### config.mk
export PLATFORM = sky130hd
export DESIGN_NAME = bcd_counter_display
export DESIGN_NICKNAME = d
export VERILOG_FILES = /design/src/rtl/bcd_counter_display.sv
export SDC_FILE = /design/constraint.sdc
export NUM_CORES = 1
export LEC_CHECK = 0
export ABC_AREA = 1
export CELL_PAD_IN_SITES_DETAIL_PLACEMENT = 1
export CELL_PAD_IN_SITES_GLOBAL_PLACEMENT = 2
export CORE_ASPECT_RATIO = 1.1
export CORE_MARGIN = 2
export CORE_UTILIZATION = 31
export CTS_BUF_LIST = sky130_fd_sc_hd__clkbuf_4 sky130_fd_sc_hd__clkbuf_8
export DETAILED_ROUTE_END_ITERATION = 8
export GPL_TIMING_DRIVEN = 0
export MAX_ROUTING_LAYER = met4
export PLACE_DENSITY_LB_ADDON = 0.1
export SETUP_SLACK_MARGIN = 0.1
export SYNTH_ARGS = -nofsm -noshare
export SYNTH_HDL_FRONTEND = slang
export SYNTH_SLANG_ARGS = --single-unit
### constraint.sdc
create_clock -name clk -period 2.4 [get_ports clk]
set_input_delay 0.48 -clock clk [delete_from_list [all_inputs] [get_ports clk]]
set_output_delay 0.48 -clock clk [all_outputs]
set_load 0.01 [all_outputs]
### src/rtl/bcd_counter_display.sv
// N-digit up/down BCD counter with a switch-selected prescaler, synchronous
// load/clear, wrap pulse and a multiplexed active-low seven-segment driver.
module bcd_counter_display #(
  parameter int NDIG        = 4,
  parameter int DIV0        = 50000000,
  parameter int REFRESH_DIV = 50000
) (
  input  logic              clk,
  input  logic              reset,
  input  logic              en,
  input  logic              up,
  input  logic [2:0]        sw,
  input  logic              clear,
  input  logic              load,
  input  logic [4*NDIG-1:0] load_val,
  input  logic              blank_lz,
  output logic [4*NDIG-1:0] count,
  output logic              carry_out,
  output logic [6:0]        seg,
  output logic [NDIG-1:0]   an
);

  localparam int CW = 4 * NDIG;
  localparam int PW = $clog2(DIV0 + 1);
  localparam int RW = (REFRESH_DIV > 1) ? $clog2(REFRESH_DIV) : 1;
  localparam int SW = (NDIG > 1) ? $clog2(NDIG) : 1;

  function automatic logic [6:0] glyph(input logic [3:0] d);
    case (d)
      4'd0:    glyph = 7'b1000000;
      4'd1:    glyph = 7'b1111001;
      4'd2:    glyph = 7'b0100100;
      4'd3:    glyph = 7'b0110000;
      4'd4:    glyph = 7'b0011001;
      4'd5:    glyph = 7'b0010010;
      4'd6:    glyph = 7'b0000010;
      4'd7:    glyph = 7'b1111000;
      4'd8:    glyph = 7'b0000000;
      4'd9:    glyph = 7'b0010000;
      default: glyph = 7'b1111111;
    endcase
  endfunction

  // Non-BCD nibbles load as zero, digit by digit
  function automatic logic [CW-1:0] sanitize(input logic [CW-1:0] v);
    logic [CW-1:0] res;
    res = v;
    for (int k = 0; k < NDIG; k++) begin
      res[4*k +: 4] = (v[4*k +: 4] > 4'd9) ? 4'd0 : v[4*k +: 4];
    end
    return res;
  endfunction

  logic [CW-1:0]   count_r;
  logic [CW-1:0]   next_count_s;
  logic            carry_r;
  logic            chain_s;
  logic [PW-1:0]   pcnt_r;
  logic [PW-1:0]   limit_s;
  logic            tick_s;
  logic [RW-1:0]   rcnt_r;
  logic [SW-1:0]   sel_r;
  logic [NDIG-1:0] an_r;
  logic [6:0]      seg_r;
  logic [3:0]      cur_digit_s;
  logic            blank_s;
  logic            zero_above_s;

  assign limit_s = PW'(DIV0) >> sw;
  assign tick_s  = en && (pcnt_r >= (limit_s - PW'(1)));

  // Ripple increment/decrement across digits; chain_s left set means a wrap
  always_comb begin
    next_count_s = count_r;
    chain_s      = 1'b1;
    for (int k = 0; k < NDIG; k++) begin
      if (chain_s) begin
        if (up) begin
          if (count_r[4*k +: 4] >= 4'd9) begin
            next_count_s[4*k +: 4] = 4'd0;
          end else begin
            next_count_s[4*k +: 4] = count_r[4*k +: 4] + 4'd1;
            chain_s = 1'b0;
          end
        end else begin
          if (count_r[4*k +: 4] == 4'd0) begin
            next_count_s[4*k +: 4] = 4'd9;
          end else begin
            next_count_s[4*k +: 4] = count_r[4*k +: 4] - 4'd1;
            chain_s = 1'b0;
          end
        end
      end else begin
        next_count_s[4*k +: 4] = count_r[4*k +: 4];
      end
    end
  end

  // Counter, prescaler and wrap pulse: clear > load > tick
  always_ff @(posedge clk or posedge reset) begin
    if (reset) begin
      count_r <= {NDIG{4'd0}};
      pcnt_r  <= {PW{1'b0}};
      carry_r <= 1'b0;
    end else if (clear) begin
      count_r <= {NDIG{4'd0}};
      pcnt_r  <= {PW{1'b0}};
      carry_r <= 1'b0;
    end else if (load) begin
      count_r <= sanitize(load_val);
      pcnt_r  <= {PW{1'b0}};
      carry_r <= 1'b0;
    end else if (tick_s) begin
      count_r <= next_count_s;
      pcnt_r  <= {PW{1'b0}};
      carry_r <= chain_s;
    end else if (en) begin
      pcnt_r  <= pcnt_r + PW'(1);
      carry_r <= 1'b0;
    end else begin
      carry_r <= 1'b0;
    end
  end

  // Digit under the current slot and whether it is a blanked leading zero
  always_comb begin
    cur_digit_s  = 4'd0;
    blank_s      = 1'b0;
    zero_above_s = 1'b1;
    for (int k = NDIG - 1; k >= 0; k--) begin
      zero_above_s = zero_above_s && (count_r[4*k +: 4] == 4'd0);
      cur_digit_s  = cur_digit_s | ((SW'(k) == sel_r) ? count_r[4*k +: 4] : 4'd0);
      blank_s      = blank_s | ((SW'(k) == sel_r) && blank_lz && zero_above_s && (k != 0));
    end
  end

  // Refresh timer, digit selector and registered display drive
  always_ff @(posedge clk or posedge reset) begin
    if (reset) begin
      rcnt_r <= {RW{1'b0}};
      sel_r  <= {SW{1'b0}};
      an_r   <= ~(NDIG'(1));
      seg_r  <= 7'b1000000;
    end else begin
      if (rcnt_r == RW'(REFRESH_DIV - 1)) begin
        rcnt_r <= {RW{1'b0}};
        sel_r  <= (sel_r == SW'(NDIG - 1)) ? {SW{1'b0}} : sel_r + SW'(1);
      end else begin
        rcnt_r <= rcnt_r + RW'(1);
      end
      an_r  <= blank_s ? {NDIG{1'b1}} : ~(NDIG'(1) << sel_r);
      seg_r <= blank_s ? 7'b1111111 : glyph(cur_digit_s);
    end
  end

  assign count     = count_r;
  assign carry_out = carry_r;
  assign an        = an_r;
  assign seg       = seg_r;

endmodule
==> out/metrics.yaml <==
cts:
  cts-buffers-inserted: 9
  htree_levels: 3
  cts_tree: "done"
  worst_skew_pair.late_latency_ns: 0.37
  cts_hold_buf: 0
  clk_path_buf_depth: 2
  numClockSinks: 72
  clkTransAtPathRegs_ns: 0.09
  cts-root-buf: "clkbuf_8"
detailed_routing:
  wl_um: 18100
  postRouteAntennaNets: 0
  viasPerCell: 5.02
  dr.pass1.iters: 4
  routedWlPerCell_um: 16.5
  first_iter_violations: 232
  route.detailed.drc: 0
  num_vias: 5482
hold_path:
  hp-class: "in -> async"
run_status:
  status: "finished, violations left"
  violations: "setup timing"
die:
  ioPinCount: 54
  rows: 51
  dieArea_sq_mm: 0.0190
  die_height_um: 144
  die_x_um: 131
  coreArea_sq_mm: 0.0176
  initial_core_util_pct: 31.5
logic_synthesis:
  synth_ff_type: "dfrtp_1"
  synth.distinct_cells: 44
  seq_area_frac_synth_pct: 32.6
  synth.most_common_cell: "nand2_1"
  synth_area_leaders: "dfrtp_1 (31%), nand2_1 (12%), ha_1 (11%)"
  synth_nets: 849
  synthesis.instances: 773
  netlist.area_leader.share_pct: 30.7
  synth_warnings: 0
  synth_area_leader_cell: "dfrtp_1"
  netlist_top_cells_count: "nand2_1 (172), inv_1 (104), nor2_1 (86)"
  synth_edf_count: 0
  synth_area_sq_mm: 0.00554
  async_reset_ff_share_pct: 100
  synth-seq-cells: 72
  syn_avg_cell_area_sq_um: 7.17
setup_path:
  path_common_cell: "nand2_2"
  critPathSlowestCell: "ha_1"
  cp_max_fo: 9
  critPathArrivalTime_ns: 2.71
  crit_path_cell_trace: "clkbuf_8 -> inv_2 -> nand2_2 -> a21oi_4 -> nand2_2 -> xnor2_1 -> inv_1 -> ha_1 -> nand2_1 -> nor2_2 -> nand3_1 -> nand3_2 -> nand2_2 -> nand3_4 -> nand2_4 -> nand2_8 -> buf_8 -> nand3_2 -> nand2_1"
  end_kind: "register"
  cpLargestDelayFamily: "simple AND/OR/NAND/NOR gates"
  cp-start-kind: "input pin"
  cp.required_ns: 2.66
  crit_type: "in -> reg"
  critPathBufInv: 4
  r2r-start: "count[1]"
  max_stage_delay_ns: 0.31
  cp-startpoint: "sw[0]"
power_and_ir_drop:
  pwr-share-seq_pct: 41.5
  power_density_mw_per_mm2: 451
  leakagePower_uw: 0.00327
  p_sw_uw: 1090
  clockPowerShare_pct: 32.3
  peakVddDrop_mv: 0.251
  total_power_uw: 3200
  combPwrFrac_pct: 26.2
  switching_share_pct: 34.1
  power.internal_uw: 2110
finish:
  drive_gt1_share_pct: 16.4
  syn2layout_area_growth_pct: 28.1
  fill_cells: 2210
  fin_nets: 926
  antenna_cells: 0
global_route:
  globalRouteTotalUtil_pct: 20.4
  grt_max_degree: 38
  antenna_found_initial: 0
  grt_pass1_wl_um: 29900
  grt_pass1_vias: 5910
  gr-total-overflow: 0
sta:
  finalSetupViolCount: 15
  slew_viol_final: 0
  setup_slack_ns: -0.0539
  maxSlewHeadroom_pct: 36.2
  post-route-period-util_pct: 102
  finalHoldViolCount: 0
  fmax_mhz: 408
  final.setup_skew_ns: 0.0113
  worst_pin_slew_ns: 0.950
  worst_hold_slack_ns: 0.477
  rsz0062_at_grt: "yes"
  min_period_ns: 2.45
placement:
  pre_cts_ws_ns: -1.30
  place_congestion: 0.820
  io_buffer_count: 50
  hpwlAfterDp_um: 14000
run:
  max_cap_violations: 0
cell usage in the layout (no fill, tap or decap), drive strengths merged, types with 2 or more instances in the layout:
| cell type | count |
|---|---|
| o211ai | 6 |
| nand2 | 174 |
| nor3 | 26 |
| buf | 25 |
| nand4 | 14 |
| nand3 | 69 |
| clkbuf | 15 |
| dfrtp | 68 |
| or2 | 4 |
| ha | 50 |
| xor2 | 11 |
| o21ai | 37 |
| clkinv | 5 |
| a21oi | 47 |
| a32oi | 2 |
| o22ai | 10 |
| dfstp | 4 |
| clkdlybuf4s50 | 48 |
| nor4 | 5 |
| a31oi | 5 |
| inv | 111 |
| a21o | 3 |
| xnor2 | 10 |
| a211oi | 3 |
| nand3b | 3 |
| nor2 | 94 |
power groups by stage:
stage               sequential [uW]  clock (uW)  combinational [uW]
finish                         1330        1030                 838
detailed placement             1350           0                 774
global route                   1340        1130                 932
global placement               1350           0                 754
floorplan                      1360           0                 435
CTS                            1330        1080                 818
flip-flops by register name (all words and copies together) (netlist names):
register / count
seg: 7
sel_r: 2
an: 4
pcnt_r: 26
count: 16
rcnt_r: 16
carry_out: 1
layer usage:
| metal | GRT usage [%] | up-vias | wire, um |
|---|---|---|---|
| li1 | - | 2696 | - |
| met1 | 22.2 | 2696 | 7670 |
| met2 | 38.5 | 66 | 9710 |
| met3 | 2.77 | 24 | 371 |
| met4 | 6.58 | 0 | 320 |
| met5 | - | - | 0 |
kinds of logic (layout without fill, tap and decap cells):
kind of cell	Yosys count	after routing	share of synthesized area, %
simple gates	390	390	32.1
buf+inv	123	205	8.85
compound gates	117	117	11.9
flops	72	72	32.6
xor+xnor	21	21	3.32
fa+ha+maj	50	50	11.3
timing repair:
action / CTS / global route
cloned: 1 / 0
resized for setup: 49 / 34
endpoints found under the setup margin: 47 / 48
pin swaps: 19 / 11
buffers inserted: 11 / 3
area by class of cell:
cell class	count	area, sq um	share of cell area, %
Multi-Input combinational cell	578	3560	50.2
Sequential cell	72	1810	25.5
Timing Repair Buffer	66	679	9.57
Inverter	110	428	6.03
Tap cell	238	298	4.20
Clock buffer	9	124	1.75
Buffer	13	124	1.75
Clock inverter	7	75.1	1.06
through the flow:
stage	std cells	area [sq um]	setup TNS [ns]	utilization (%)
global placement	1061	6480	-139.92	36.8
global route	1093	7100	-4.54	40.3
detailed placement	1062	6500	-52.06	36.9
floorplan	773	5680	-0.0666	-
finish	1093	7100	-0.268	40.3
CTS	1090	6960	-0.910	39.5
final timing paths:
kind / endpoint / slack, ns / cells past startpoint
max reg2reg: count[13] / 0.09 / 13
max: count[8] / -0.05 / 19
min: rcnt_r[14] / 0.48 / 2
max in group asynchronous: pcnt_r[10] / 1.34 / 3
min reg2reg: rcnt_r[0] / 0.48 / 1
min in group clk: rcnt_r[0] / 0.48 / 1
Power figures use the tool's default switching activity.
